==> src/rtl/deci_bcd_pkg.sv <==
// Shared types and constants for the decimal key to BCD entry encoder.
// Latency: n/a (types and constants only).
// Backpressure: n/a.
package deci_bcd_pkg;

    // Width of one BCD digit.
    localparam int BCD_W    = 4;

    // Number of decimal key lines (keys 0..9).
    localparam int NUM_KEYS = 10;

    // Key debounce state machine.
    typedef enum logic [1:0] {
        IDLE     = 2'd0,
        DEBOUNCE = 2'd1,
        HELD     = 2'd2
    } state_t;

endpackage

==> src/rtl/deci_bcd_keyenc_if.sv <==
// Key-side bus of the BCD entry encoder: raw key lines and clear in, entry state out.
// Latency: n/a (wiring only).
// Backpressure: none; key acceptance is reported as a one-cycle pulse, with no ready.
interface deci_bcd_keyenc_if
    import deci_bcd_pkg::*;
#(
    parameter int NUM_DIGITS = 4
);
    localparam int CNT_W = $clog2(NUM_DIGITS + 1);

    logic [NUM_KEYS-1:0]         d;
    logic                        clr;
    logic                        key_valid;
    logic [BCD_W-1:0]            key_code;
    logic [BCD_W*NUM_DIGITS-1:0] bcd_out;
    logic [CNT_W-1:0]            digit_cnt;
    logic                        full;
    logic                        overflow;

    // Keypad / controller side: drives keys and clear, observes the entry.
    modport master (
        output d, clr,
        input  key_valid, key_code, bcd_out, digit_cnt, full, overflow
    );

    // Encoder side.
    modport slave (
        input  d, clr,
        output key_valid, key_code, bcd_out, digit_cnt, full, overflow
    );

endinterface

==> src/rtl/deci_prio_enc.sv <==
// Priority encoder for the 10 decimal key lines: the highest set index wins.
// Latency: combinational.
// Backpressure: none.
module deci_prio_enc
    import deci_bcd_pkg::*;
(
    input  logic [NUM_KEYS-1:0] i_d,
    output logic [BCD_W-1:0]    o_code,
    output logic                o_any
);

    // Walk upwards so that the last (highest) set line overwrites the lower ones.
    always_comb begin
        o_code = '0;
        o_any  = |i_d;
        for (int i = 0; i < NUM_KEYS; i++) begin
            if (i_d[i]) begin
                o_code = BCD_W'(i);
            end
        end
    end

endmodule

==> src/rtl/deci_bcd_keyenc.sv <==
// Debounced decimal key encoder that shifts accepted keys into a packed BCD entry register.
// Latency: key_valid pulses in the cycle after the (DEBOUNCE_CYCLES+1)-th stable edge.
// Backpressure: none; build option DECI_BCD_ROLL_EN makes a full entry roll instead of hold.
module deci_bcd_keyenc
    import deci_bcd_pkg::*;
#(
    parameter int NUM_DIGITS      = 4,
    parameter int DEBOUNCE_CYCLES = 4,
    localparam int CNT_W          = $clog2(NUM_DIGITS + 1)
) (
    input  logic clk,
    input  logic rst,
    deci_bcd_keyenc_if.slave bus
);

    localparam int DB_W  = $clog2(DEBOUNCE_CYCLES + 1);
    localparam int ENT_W = BCD_W * NUM_DIGITS;

    // Debounce FSM state.
    state_t                r_state;
    logic [NUM_KEYS-1:0]   r_sample;
    logic [DB_W-1:0]       r_db_cnt;

    // Registered outputs.
    logic                  r_key_valid;
    logic [BCD_W-1:0]      r_key_code;
    logic [ENT_W-1:0]      r_bcd;
    logic [CNT_W-1:0]      r_digit_cnt;
    logic                  r_overflow;

    // Combinational helpers.
    logic [BCD_W-1:0]      w_code;
    logic                  w_any;
    logic                  w_accept;
    logic                  w_full;
    logic [ENT_W-1:0]      w_shift;

    // At the accepting edge d equals the stored sample, so encoding the live
    // lines gives the same code as encoding the sample.
    deci_prio_enc u_prio_enc (
        .i_d    (bus.d),
        .o_code (w_code),
        .o_any  (w_any)
    );

    // A key is accepted when the sample has been seen DEBOUNCE_CYCLES times
    // already and the lines still match it at this edge.
    assign w_accept = (r_state == DEBOUNCE) &&
                      (bus.d == r_sample) &&
                      (r_db_cnt == DB_W'(DEBOUNCE_CYCLES));

    assign w_full = (r_digit_cnt == CNT_W'(NUM_DIGITS));

    // New digit enters at the bottom; the oldest digit falls off the top.
    generate
        if (NUM_DIGITS == 1) begin : g_shift_one
            assign w_shift = w_code;
        end else begin : g_shift_many
            assign w_shift = {r_bcd[ENT_W-BCD_W-1:0], w_code};
        end
    endgenerate

    // Debounce FSM: track the raw key pattern, pulse key_valid once per press.
    always_ff @(posedge clk) begin
        if (rst) begin
            r_state     <= IDLE;
            r_sample    <= '0;
            r_db_cnt    <= '0;
            r_key_valid <= 1'b0;
            r_key_code  <= '0;
        end else begin
            r_key_valid <= 1'b0;
            case (r_state)
                IDLE: begin
                    if (w_any) begin
                        r_sample <= bus.d;
                        r_db_cnt <= DB_W'(1);
                        r_state  <= DEBOUNCE;
                    end
                end
                DEBOUNCE: begin
                    if (bus.d != r_sample) begin
                        if (!w_any) begin
                            r_db_cnt <= '0;
                            r_state  <= IDLE;
                        end else begin
                            // A different pattern restarts the stability count.
                            r_sample <= bus.d;
                            r_db_cnt <= DB_W'(1);
                        end
                    end else if (w_accept) begin
                        r_key_valid <= 1'b1;
                        r_key_code  <= w_code;
                        r_db_cnt    <= '0;
                        r_state     <= HELD;
                    end else begin
                        r_db_cnt <= r_db_cnt + DB_W'(1);
                    end
                end
                HELD: begin
                    // No rollover: other keys are ignored until all lines drop.
                    if (!w_any) begin
                        r_state <= IDLE;
                    end
                end
                default: begin
                    r_state  <= IDLE;
                    r_db_cnt <= '0;
                end
            endcase
        end
    end

    // Entry register: clear beats a coincident accept; a full entry flags overflow.
    always_ff @(posedge clk) begin
        if (rst) begin
            r_bcd       <= '0;
            r_digit_cnt <= '0;
            r_overflow  <= 1'b0;
        end else if (bus.clr) begin
            r_bcd       <= '0;
            r_digit_cnt <= '0;
            r_overflow  <= 1'b0;
        end else if (w_accept) begin
            if (!w_full) begin
                r_bcd       <= w_shift;
                r_digit_cnt <= r_digit_cnt + CNT_W'(1);
            end else begin
`ifdef DECI_BCD_ROLL_EN
                r_bcd      <= w_shift;
`endif
                r_overflow <= 1'b1;
            end
        end
    end

    assign bus.key_valid = r_key_valid;
    assign bus.key_code  = r_key_code;
    assign bus.bcd_out   = r_bcd;
    assign bus.digit_cnt = r_digit_cnt;
    assign bus.full      = w_full;
    assign bus.overflow  = r_overflow;

endmodule

==> src/flat_wrapper.sv <==
// flat-port wrapper written by rule: the top's interface ports become plain ports
module deci_bcd_keyenc_flat import deci_bcd_pkg::*;
#(
    parameter int NUM_DIGITS      = 4,
    parameter int DEBOUNCE_CYCLES = 4,
    localparam int CNT_W          = $clog2(NUM_DIGITS + 1)
)
  (clk, rst, bus_d, bus_clr, bus_key_valid, bus_key_code, bus_bcd_out, bus_digit_cnt, bus_full, bus_overflow);
  deci_bcd_keyenc_if #(.NUM_DIGITS(NUM_DIGITS)) bus_i ();
  input  logic clk;
  input  logic rst;
  input wire logic [$bits(bus_i.d)-1:0] bus_d;
  input wire logic [$bits(bus_i.clr)-1:0] bus_clr;
  output wire logic [$bits(bus_i.key_valid)-1:0] bus_key_valid;
  output wire logic [$bits(bus_i.key_code)-1:0] bus_key_code;
  output wire logic [$bits(bus_i.bcd_out)-1:0] bus_bcd_out;
  output wire logic [$bits(bus_i.digit_cnt)-1:0] bus_digit_cnt;
  output wire logic [$bits(bus_i.full)-1:0] bus_full;
  output wire logic [$bits(bus_i.overflow)-1:0] bus_overflow;
  assign bus_i.d = bus_d;
  assign bus_i.clr = bus_clr;
  assign bus_key_valid = bus_i.key_valid;
  assign bus_key_code = bus_i.key_code;
  assign bus_bcd_out = bus_i.bcd_out;
  assign bus_digit_cnt = bus_i.digit_cnt;
  assign bus_full = bus_i.full;
  assign bus_overflow = bus_i.overflow;
  deci_bcd_keyenc #(.NUM_DIGITS(NUM_DIGITS), .DEBOUNCE_CYCLES(DEBOUNCE_CYCLES)) u_core (.clk(clk), .rst(rst), .bus(bus_i));
endmodule
==> config.mk <==
export PLATFORM = sky130hd
export DESIGN_NAME = deci_bcd_keyenc_flat
export DESIGN_NICKNAME = d
export VERILOG_FILES = /design/src/rtl/deci_bcd_pkg.sv /design/src/rtl/deci_bcd_keyenc_if.sv /design/src/rtl/deci_prio_enc.sv /design/src/rtl/deci_bcd_keyenc.sv /design/src/flat_wrapper.sv
export SDC_FILE = /design/constraint.sdc
export NUM_CORES = 1
export LEC_CHECK = 0
export CAP_MARGIN = 20
export CORE_MARGIN = 2
export CORE_UTILIZATION = 35
export CTS_BUF_LIST = sky130_fd_sc_hd__clkbuf_8
export DETAILED_ROUTE_END_ITERATION = 16
export HOLD_SLACK_MARGIN = 0.12
export PLACE_DENSITY = 0.69
export SLEW_MARGIN = 20
export SYNTH_ARGS = -nofsm -noshare
export SYNTH_HDL_FRONTEND = slang
export SYNTH_HIERARCHICAL = 1
export SYNTH_SLANG_ARGS = --single-unit
==> constraint.sdc <==
create_clock -name clk -period 5.01 [get_ports clk]
set_clock_uncertainty 0.05 [all_clocks]
set_input_delay 1.002 -clock clk [delete_from_list [all_inputs] [get_ports clk]]
set_output_delay 1.002 -clock clk [all_outputs]
set_load 0.05 [all_outputs]
; Word level (Yosys, flattened, before mapping)
; Cells that the tools add are included.
; W data, S select, Z words.
[totals]
ff_bits = 40
latchBits = 0
mem_bits_rw = 0
rom_bits = 0
inputBits = 13
word_cells = 59
n_memories = 0
[classes]
n_addsub = 2
mul = 0
n_div = 0
n_lt_le_gt_ge = 0
n_eq_ne = 9
n_shift = 0
muxes = 23
bitwise_logic = 4
reduce_logical = 13
[op_table]
columns = op, n
row1 = $mux W4, 8
row2 = $mux W10, 2
row3 = $pmux W10 S2, 1
row4 = $eq A10 B10 Y1, 1
row5 = $ne A10 B10 Y1, 1
row6 = $reduce_and A2 Y1, 5
row7 = $reduce_or A10 Y1, 1
row8 = $mux W3, 3
row9 = $pmux W3 S3, 1
row10 = $mux W2, 4
row11 = $add A3 B1 Y3 const B, 2
row12 = $eq A3 B3 Y1 const B, 2
row13 = $pmux W2 S3, 1
row14 = $not A1 Y1, 4
row15 = $mux W1, 3
row16 = $ne A3 B2 Y1 const B, 1
row17 = $reduce_and A3 Y1, 1
row18 = $reduce_or A3 Y1, 1
row19 = $eq A2 B1 Y1 const B, 1
row20 = $eq A2 B2 Y1 const B, 1
row21 = $logic_and A1 B1 Y1, 2
row22 = $logic_not A2 Y1, 1
row23 = $ne A2 B1 Y1 const B, 1
row24 = $ne A2 B2 Y1 const B, 1
row25 = 2 further kinds, 2

; Depth between registers and ports, before layout
[logic_depth]
word_depth = 9
ltp_mapped = 8

; Modules after synthesis
; The synthesis kept the hierarchy.
[by_module_without_submodules]
columns = module, instances, cells_per_inst, area_per_inst_um2
row1 = deci_bcd_keyenc, 1, 189, 1855.5
row2 = deci_prio_enc, 1, 15, 90.1

; Worst setup path before layout
; Ideal clock, no wire load.
[synth_path]
kind = input -> register
startpoint = in bus_d[3]
endpoint = reg u_core.r_bcd[0] (netlist: u_core/bus.bcd_out[0])
setup_ns = 0.120
t_arrival_ns = 2.374
slack_ns = 2.466
stages = 7
path_cell_list = xnor2_1 > nand4_1 > nor4_4 > nand2b_2 > buf_6 > buf_12 > mux2i_1
[synth_between]
elab_chain_len = 7
[synth_lines]
columns = item, line
row1 = "start, declared", flat_wrapper.sv:12  ; input wire logic [$bits(bus_i.d)-1:0] bus_d;
row2 = $mux W4 (7 in a row), deci_prio_enc.sv:17  ; if (i_d[i]) begin
row3 = "end signal, assigned", deci_bcd_keyenc.sv:126  ; r_bcd <= w_shift;
row4 = "end, declared", deci_bcd_keyenc.sv:27  ; logic [ENT_W-1:0] r_bcd;
; Several ways; a longest one is shown, not always the timed one.
; A chain may end at the register's enable or synchronous reset.

; Worst setup path after layout
[layout_path]
startpoint = in bus_d[5]
endpoint = reg u_core.r_bcd[8] (netlist: u_core/bus.bcd_out[8])
[layout_between]
elab_chain_len = 4
[layout_lines]
columns = item, line
row1 = $eq A10 B10 Y1, deci_bcd_keyenc.sv:49  ; (bus.d == r_sample) &&
row2 = $logic_and A1 B1 Y1, deci_bcd_keyenc.sv:48  ; assign w_accept = (r_state == DEBOUNCE) &&
row3 = $logic_and A1 B1 Y1, deci_bcd_keyenc.sv:49
row4 = $reduce_and A2 Y1 (no source line), -
; No other way between the ends.

==> out/qor.csv <==
metric;value;unit
CTS tree;yes;
Int Pwr;0.513;mW
synthesized flop and latch total;40;
GRT Total Usage;13.5;%
Tightest Hold Check Type;reg -> reg;
Post-Route WL;3.85;mm
post-CTS resize count;0;
nets;261;
syn_nets;221;
pin count of the biggest net entering global routing;35;
WP buf/inv;1;
Initial Utilization;35.8;%
R2R setup slack;2.70;ns
Slew Limit Fails;0;
Max Cap Viol;0;
Power Density;263;mW/mm^2
Required @ worst endpoint;5.12;ns
Seq/Total Area, Yosys;41.2;%
Die X;78.6;um
residual DRC count;0;
die area;0.00617;sq mm
initial antenna violation count;0;
Synth area leader;dfxtp_1;
die height;78.6;um
routed via count;1494;
Sw Share;22.1;%
RSZ-0062 raised after global routing;false;
Worst-Margin Slew;0.695;ns
Worst-path clk slew;0.08;ns
GPL Wtd Cong;0.782;
number of global-route vias before repair;1444;
Syn. warnings;6;
CTS sink cnt;40;
row count;27;
Core Footprint;0.00544;sq mm
critical path data arrival time;3.35;ns
H-tree depth;2;
fin crit share;64.8;%
cts hold-fix bufs;0;
part of the power in registers;49.7;%
status;completed;
Area growth, synth to finish;28.7;%
post-route minimum period;3.25;ns
commonest non-fill, non-tap cell in the layout;dfxtp_1;
Root Driver;clkbuf_8;
cell count after synthesis;204;
most frequent cells in the layout;40 x dfxtp_1, 38 x clkdlybuf4s50_1, 33 x mux2i_1;
# diodes;0;
Distinct cells, synth;32;
DR vias/cell;4.71;
CTS Buffer Depth;2;
Worst Path Class, Setup;in -> reg;
number of detailed-route iterations in the first pass;4;
ANT nets after route;0;
crit-path leading delay family;simple AND/OR/NAND/NOR gates;
Final Hold Vio Count;0;
Port Buffers;38;
Yosys top cell area share;41.2;%
I/O pins;39;
Synth Area per Inst;9.54;sq um
Setup violations, final;0;
Starting DRT DRC Count;90;
relative slew slack;53.2;%
first-pass GRT wire length;6.68;mm
grt ovf;0;
net load switching power;0.146;mW
critical-path cell list;clkdlybuf4s50_1 > xnor2_2 > nand4_2 > nor4_4 > nand2b_2 > mux2i_1;
Crit. End Element;register;
Startpoint Class;primary input;
post-synthesis instance area;0.00195;sq mm
Routed WL per cell;12.1;um
Overall Power;0.658;mW
Lkg Pwr;1.08;nW
Logic pwr share;8.5;%
CP max FO;18;
FMAX;308;MHz
max incr delay on CP;0.66;ns
Worst-Skew Late Latency;0.29;ns
# Post-CTS Setup Buffers;0;
clock buffer count from CTS;5;
total negative slack;0;ns
Max rail drop VDD;0.000122;V
Worst path slowest cell;nor4_4;
Clock Power Share;41.8;%
layout cell share with drive strength beyond 1;8.16;%
hpwl dp;2.79;mm
largest cells by area after synthesis;dfxtp_1 41%, mux2i_1 17%, nand2b_1 5.8%;
## power by group through the flow
stage / Sequential [mW] / Combinational (mW) / Clock (mW)
2_1_floorplan: 0.334 / 0.0337 / 0
3_3_place_gp: 0.335 / 0.0555 / 0
3_5_place_dp: 0.335 / 0.0561 / 0
4_1_cts: 0.327 / 0.0563 / 0.284
5_1_grt: 0.328 / 0.0621 / 0.296
6_report: 0.327 / 0.0560 / 0.275
## cell families (layout without fill, tap and decap cells)
family,Yosys count,in the layout,synth area share (%)
compound gates,11,11,3.67
simple gates,89,89,24.8
xor+xnor,11,11,6.50
mux,33,33,17.0
fa+ha+maj,4,4,2.57
buf+inv,16,57,4.37
flops,40,40,41.2
## flip-flops by register name, indices dropped and copies added, names as in the netlist
name,count
u_core/bus.bcd_out,16
u_core/bus.digit_cnt,3
u_core/bus.key_code,4
u_core/bus.key_valid,1
u_core/bus.overflow,1
u_core/r_db_cnt,3
u_core/r_sample,10
u_core/r_state,2
## synthesized netlist by cell type
master / number
o31ai_1: 1
nor2b_1: 2
dfxtp_1: 40
and4b_1: 1
xnor2_2: 4
buf_2: 1
nand4_2: 1
xnor2_1: 7
buf_12: 1
nor4_1: 3
nand2b_1: 18
nor4_4: 1
nand2b_2: 1
clkbuf_1: 5
and3_1: 1
o21ai_0: 1
nand4b_1: 1
nand4_1: 4
nand3_1: 2
a221oi_2: 1
or2b_1: 3
buf_6: 1
nor4_2: 1
nand2_1: 27
nor2_1: 14
inv_1: 8
nor3_1: 8
o31a_1: 1
and2_1: 1
a21oi_1: 7
mux2i_1: 33
ha_1: 4
## metal layers
metal	vias up	part of all wire (%)	global-route usage [%]
met5	-	0	0
met4	0	1.3	4.74
met3	5	3.2	3.56
met2	16	48	22.1
met1	697	48	17.2
li1	776	-	-
## final cells by class
| class | instances | area (sq um) |
|---|---|---|
| clock buffer | 6 | 82.6 |
| clock inverter | 2 | 38.8 |
| fill | 523 | 2930 |
| inverter | 8 | 30.0 |
| multi-input combinational | 148 | 1060 |
| sequential | 40 | 801 |
| tap | 72 | 90.1 |
| timing repair buffer | 41 | 403 |
## tightest hold or removal path: stages (launching register included)
cell	delay, ns
dfxtp_1	0.31
nand2_1	0.05
mux2i_1	0.06
## worst paths after layout
path,startpoint,to,cells past startpoint
min,u_core/bus.bcd_out[14],u_core/bus.bcd_out[14],2
max reg2reg,u_core/r_sample[2],u_core/bus.bcd_out[8],5
min reg2reg,u_core/bus.bcd_out[14],u_core/bus.bcd_out[14],2
max,bus_d[5],u_core/bus.bcd_out[8],6
## per-stage QoR
| stage | area (sq um) | hold slack (ns) | setup slack (ns) | instances | utilization (%) |
|---|---|---|---|---|---|
| 2_1_floorplan | 1950 | 0.411 | 2.47 | 204 | - |
| 3_3_place_gp | 2380 | 0.399 | 1.47 | 309 | 43.8 |
| 3_5_place_dp | 2380 | 0.405 | 1.46 | 309 | 43.8 |
| 4_1_cts | 2500 | 0.416 | 1.78 | 317 | 46.1 |
| 5_1_grt | 2500 | 0.446 | 1.53 | 317 | 46.1 |
| 6_report | 2500 | 0.413 | 1.76 | 317 | 46.1 |
No activity file was read; power rests on OpenSTA's default activity.
==> patch 1 (same flow settings) <==
Reset style: asynchronous (`rst`), changed in 2 clocked blocks.
--- a/src/rtl/deci_bcd_keyenc.sv
+++ b/src/rtl/deci_bcd_keyenc.sv
@@ -63,3 +63,3 @@
     // Debounce FSM: track the raw key pattern, pulse key_valid once per press.
-    always_ff @(posedge clk) begin
+    always_ff @(posedge clk or posedge rst) begin
         if (rst) begin
@@ -114,3 +114,3 @@
     // Entry register: clear beats a coincident accept; a full entry flags overflow.
-    always_ff @(posedge clk) begin
+    always_ff @(posedge clk or posedge rst) begin
         if (rst) begin
Function: differs if rst is asserted again (counterexample within 10 cycles, from zero or initial values and one cycle with rst high); with rst held inactive, the same outputs for 10 cycles.
==> patch 1 against the original RTL <==
Area after synthesis rose by 7.0%. Register-to-register slack improved by 0.29 ns. Clock power is 7% lower. Die area increased by 6.6%. Sequential cell count unchanged. Global-route usage down 0.17 points. Wire length up 3.9%. Power down 2.6%. Design area rose by 4.7%. Worst setup slack better by 0.17 ns. Critical path type unchanged. Critical endpoint is now u_core/r_sample[5].
==> patch 1: results <==
pwr:
  power.net_switching_uw: 144
  power_leakage_uw: 0.00113
outcome:
  status: "complete, no violations"
detailed_routing:
  wl_met1_um: 1890
  vias_per_cell: 4.72
  met3_length_um: 134
hold_path:
  hold_end: "u_core/bus.key_code[2]"
  whs_path_depth: 1
critical_path:
  r2r_start: "u_core/r_sample[9]"
  worstReg2RegEnd: "u_core/bus.digit_cnt[0]"
  rrSetupSlack_ns: 2.99
  cpMaxStageDelayCell: "nor2b_1"
finish:
  clock_area_share_pct: 4.10
  seq_share_pct: 38.2
  num-nonclk-inverters: 12
  fillerInstances: 546
  multi_input_area_share_pct: 37.4
  buf_share_pct: 15.1
grt:
  grt_pass1_wl_um: 6730
  grt_pass1_vias: 1413
  grt_use_met3_pct: 3.11
yosys:
  ys_seq_area_share_pct: 48.1
  synth_mux_area_share_pct: 18.0
  synth_compound_area_share_pct: 5.05
  synth_cell_types: 36
  synth_nets: 195
  synth.area.top_cells: "dfrtp_1, mux2i_1, mux2_2"
  syn_avg_cell_area_um2: 11.7
placed_design:
  gp_congestion: 0.737
  postPlaceCellArea_mm2: 0.00251
==> patch 1: cell types whose count changed after synthesis, moves of 4 or more <==
cell      change
dfrtp_1      +40
dfxtp_1      -40
nand2b_1     -16
mux2i_1      -15
mux2_2       +12
nor3_1        -7
a21oi_1       -5
clkbuf_1      -5
inv_1         +4
mux2_4        +4
xnor2_1       -4
==> patch 1: worst max-delay path by stage <==
| stage | startpoint | end | depth (start not counted) |
|---|---|---|---|
| after floorplan | u_core/bus.digit_cnt[0] | bus_full | 4 |
| after global routing | bus_d[8] | u_core/r_sample[7] | 6 |
| after detailed placement | bus_d[8] | u_core/r_sample[5] | 6 |
| after CTS | bus_d[8] | u_core/r_sample[5] | 6 |
| after global placement | bus_d[5] | u_core/r_sample[2] | 6 |
| final | bus_d[8] | u_core/r_sample[5] | 6 |
==> patch 1: power groups by stage <==
stage,Sequential (µW),Combinational [µW],Clock [µW]
floorplan,337,32.7,0
global route,331,60.8,277
CTS,331,56.1,267
global placement,337,55.5,0
finish,331,54.9,256
detailed placement,337,56.1,0
==> patch 2 (same settings) <==
Without the edit above. Set the package constant `NUM_KEYS` to 9 (it was 10).
--- a/src/rtl/deci_bcd_pkg.sv
+++ b/src/rtl/deci_bcd_pkg.sv
@@ -9,3 +9,3 @@
     // Number of decimal key lines (keys 0..9).
-    localparam int NUM_KEYS = 10;
+    localparam int NUM_KEYS = 9;
 
Ports: changed (resized bus_d); port bits go from 39 to 38. The function was not compared with the original's and may differ.
==> patch 2 against the original RTL <==
Worst setup slack improved by 0.12 ns. Critical endpoint is now bus_full. Area after synthesis rose by 1.3%. Sequential cell count fell by 1. Design area fell by 3.8%. Non-clock buffer count fell by 3. Power fell by 12%. Wire length rose by 22%. Via count rose by 20%. Largest power group unchanged.
==> patch 2: results <==
outcome:
  status: "complete, no violations"
grt:
  grt_start_max_net_pins: 24
  grt_pass1_wl_um: 7900
critical_path:
  worstPathMaxFanout: 4
  rrSetupSlack_ns: 2.92
  crit_family: "buffers and inverters"
  max_stage_delay_ns: 0.87
  cpMaxStageDelayCell: "clkdlybuf4s50_1"
yosys:
  syn_avg_cell_area_um2: 8.57
  synth_common_cells: "dfxtp_1, a21oi_1, nand4_1"
  synth_mux_area_share_pct: 3.56
  synth_cell_types: 44
  ys_seq_area_share_pct: 39.6
  synth.area.top_cells: "dfxtp_1, nand4_1, a21oi_1"
finish:
  multi_input_gates: 164
  fillerInstances: 576
  drive_gt1_share_pct: 7.75
  clock_area_share_pct: 3.53
  num-nonclk-inverters: 9
  buffers: 38
  seq_cells: 39
  buf_share_pct: 15.7
hold_path:
  hold_end: "u_core/r_sample[0]"
placed_design:
  io_buffers: 37
  dp_cells: 322
  gp_congestion: 0.868
detailed_routing:
  drt_iter0_drc: 110
  drt-total-wl_um: 4690
pwr:
  p_comb_share_pct: 9.5
timing:
  max_slew.worst_pin.slew_ns: 0.664
patch 2: worst max path at each step:
stage	from	end	slack (ns)	cells past startpoint
after detailed placement	bus_d[8]	u_core/r_sample[8]	1.77	6
after CTS	u_core/bus.digit_cnt[0]	bus_full	1.87	4
after global routing	u_core/bus.digit_cnt[0]	bus_full	1.78	4
after global placement	bus_d[7]	u_core/r_sample[3]	1.80	6
final	u_core/bus.digit_cnt[0]	bus_full	1.88	4
after floorplan	u_core/bus.digit_cnt[0]	bus_full	2.61	4
patch 2: metal layers:
metal  vias to the layer above  track usage (%)  part of all wire, %
met4                         0             7.24                  1.6
met2                        60             26.3                   48
met3                         8             3.07                  5.8
met1                       830             19.9                   44
met5                         -                0                    0
li1                        891                -                    -
patch 2: through the flow:
stage          total power [µW]  hold WS (ns)  area [µm²]
2_1_floorplan               359         0.396        1970
3_3_place_gp                378         0.404        2320
3_5_place_dp                379         0.414        2320
4_1_cts                     584         0.424        2410
5_1_grt                     607         0.447        2410
6_report                    577         0.422        2410
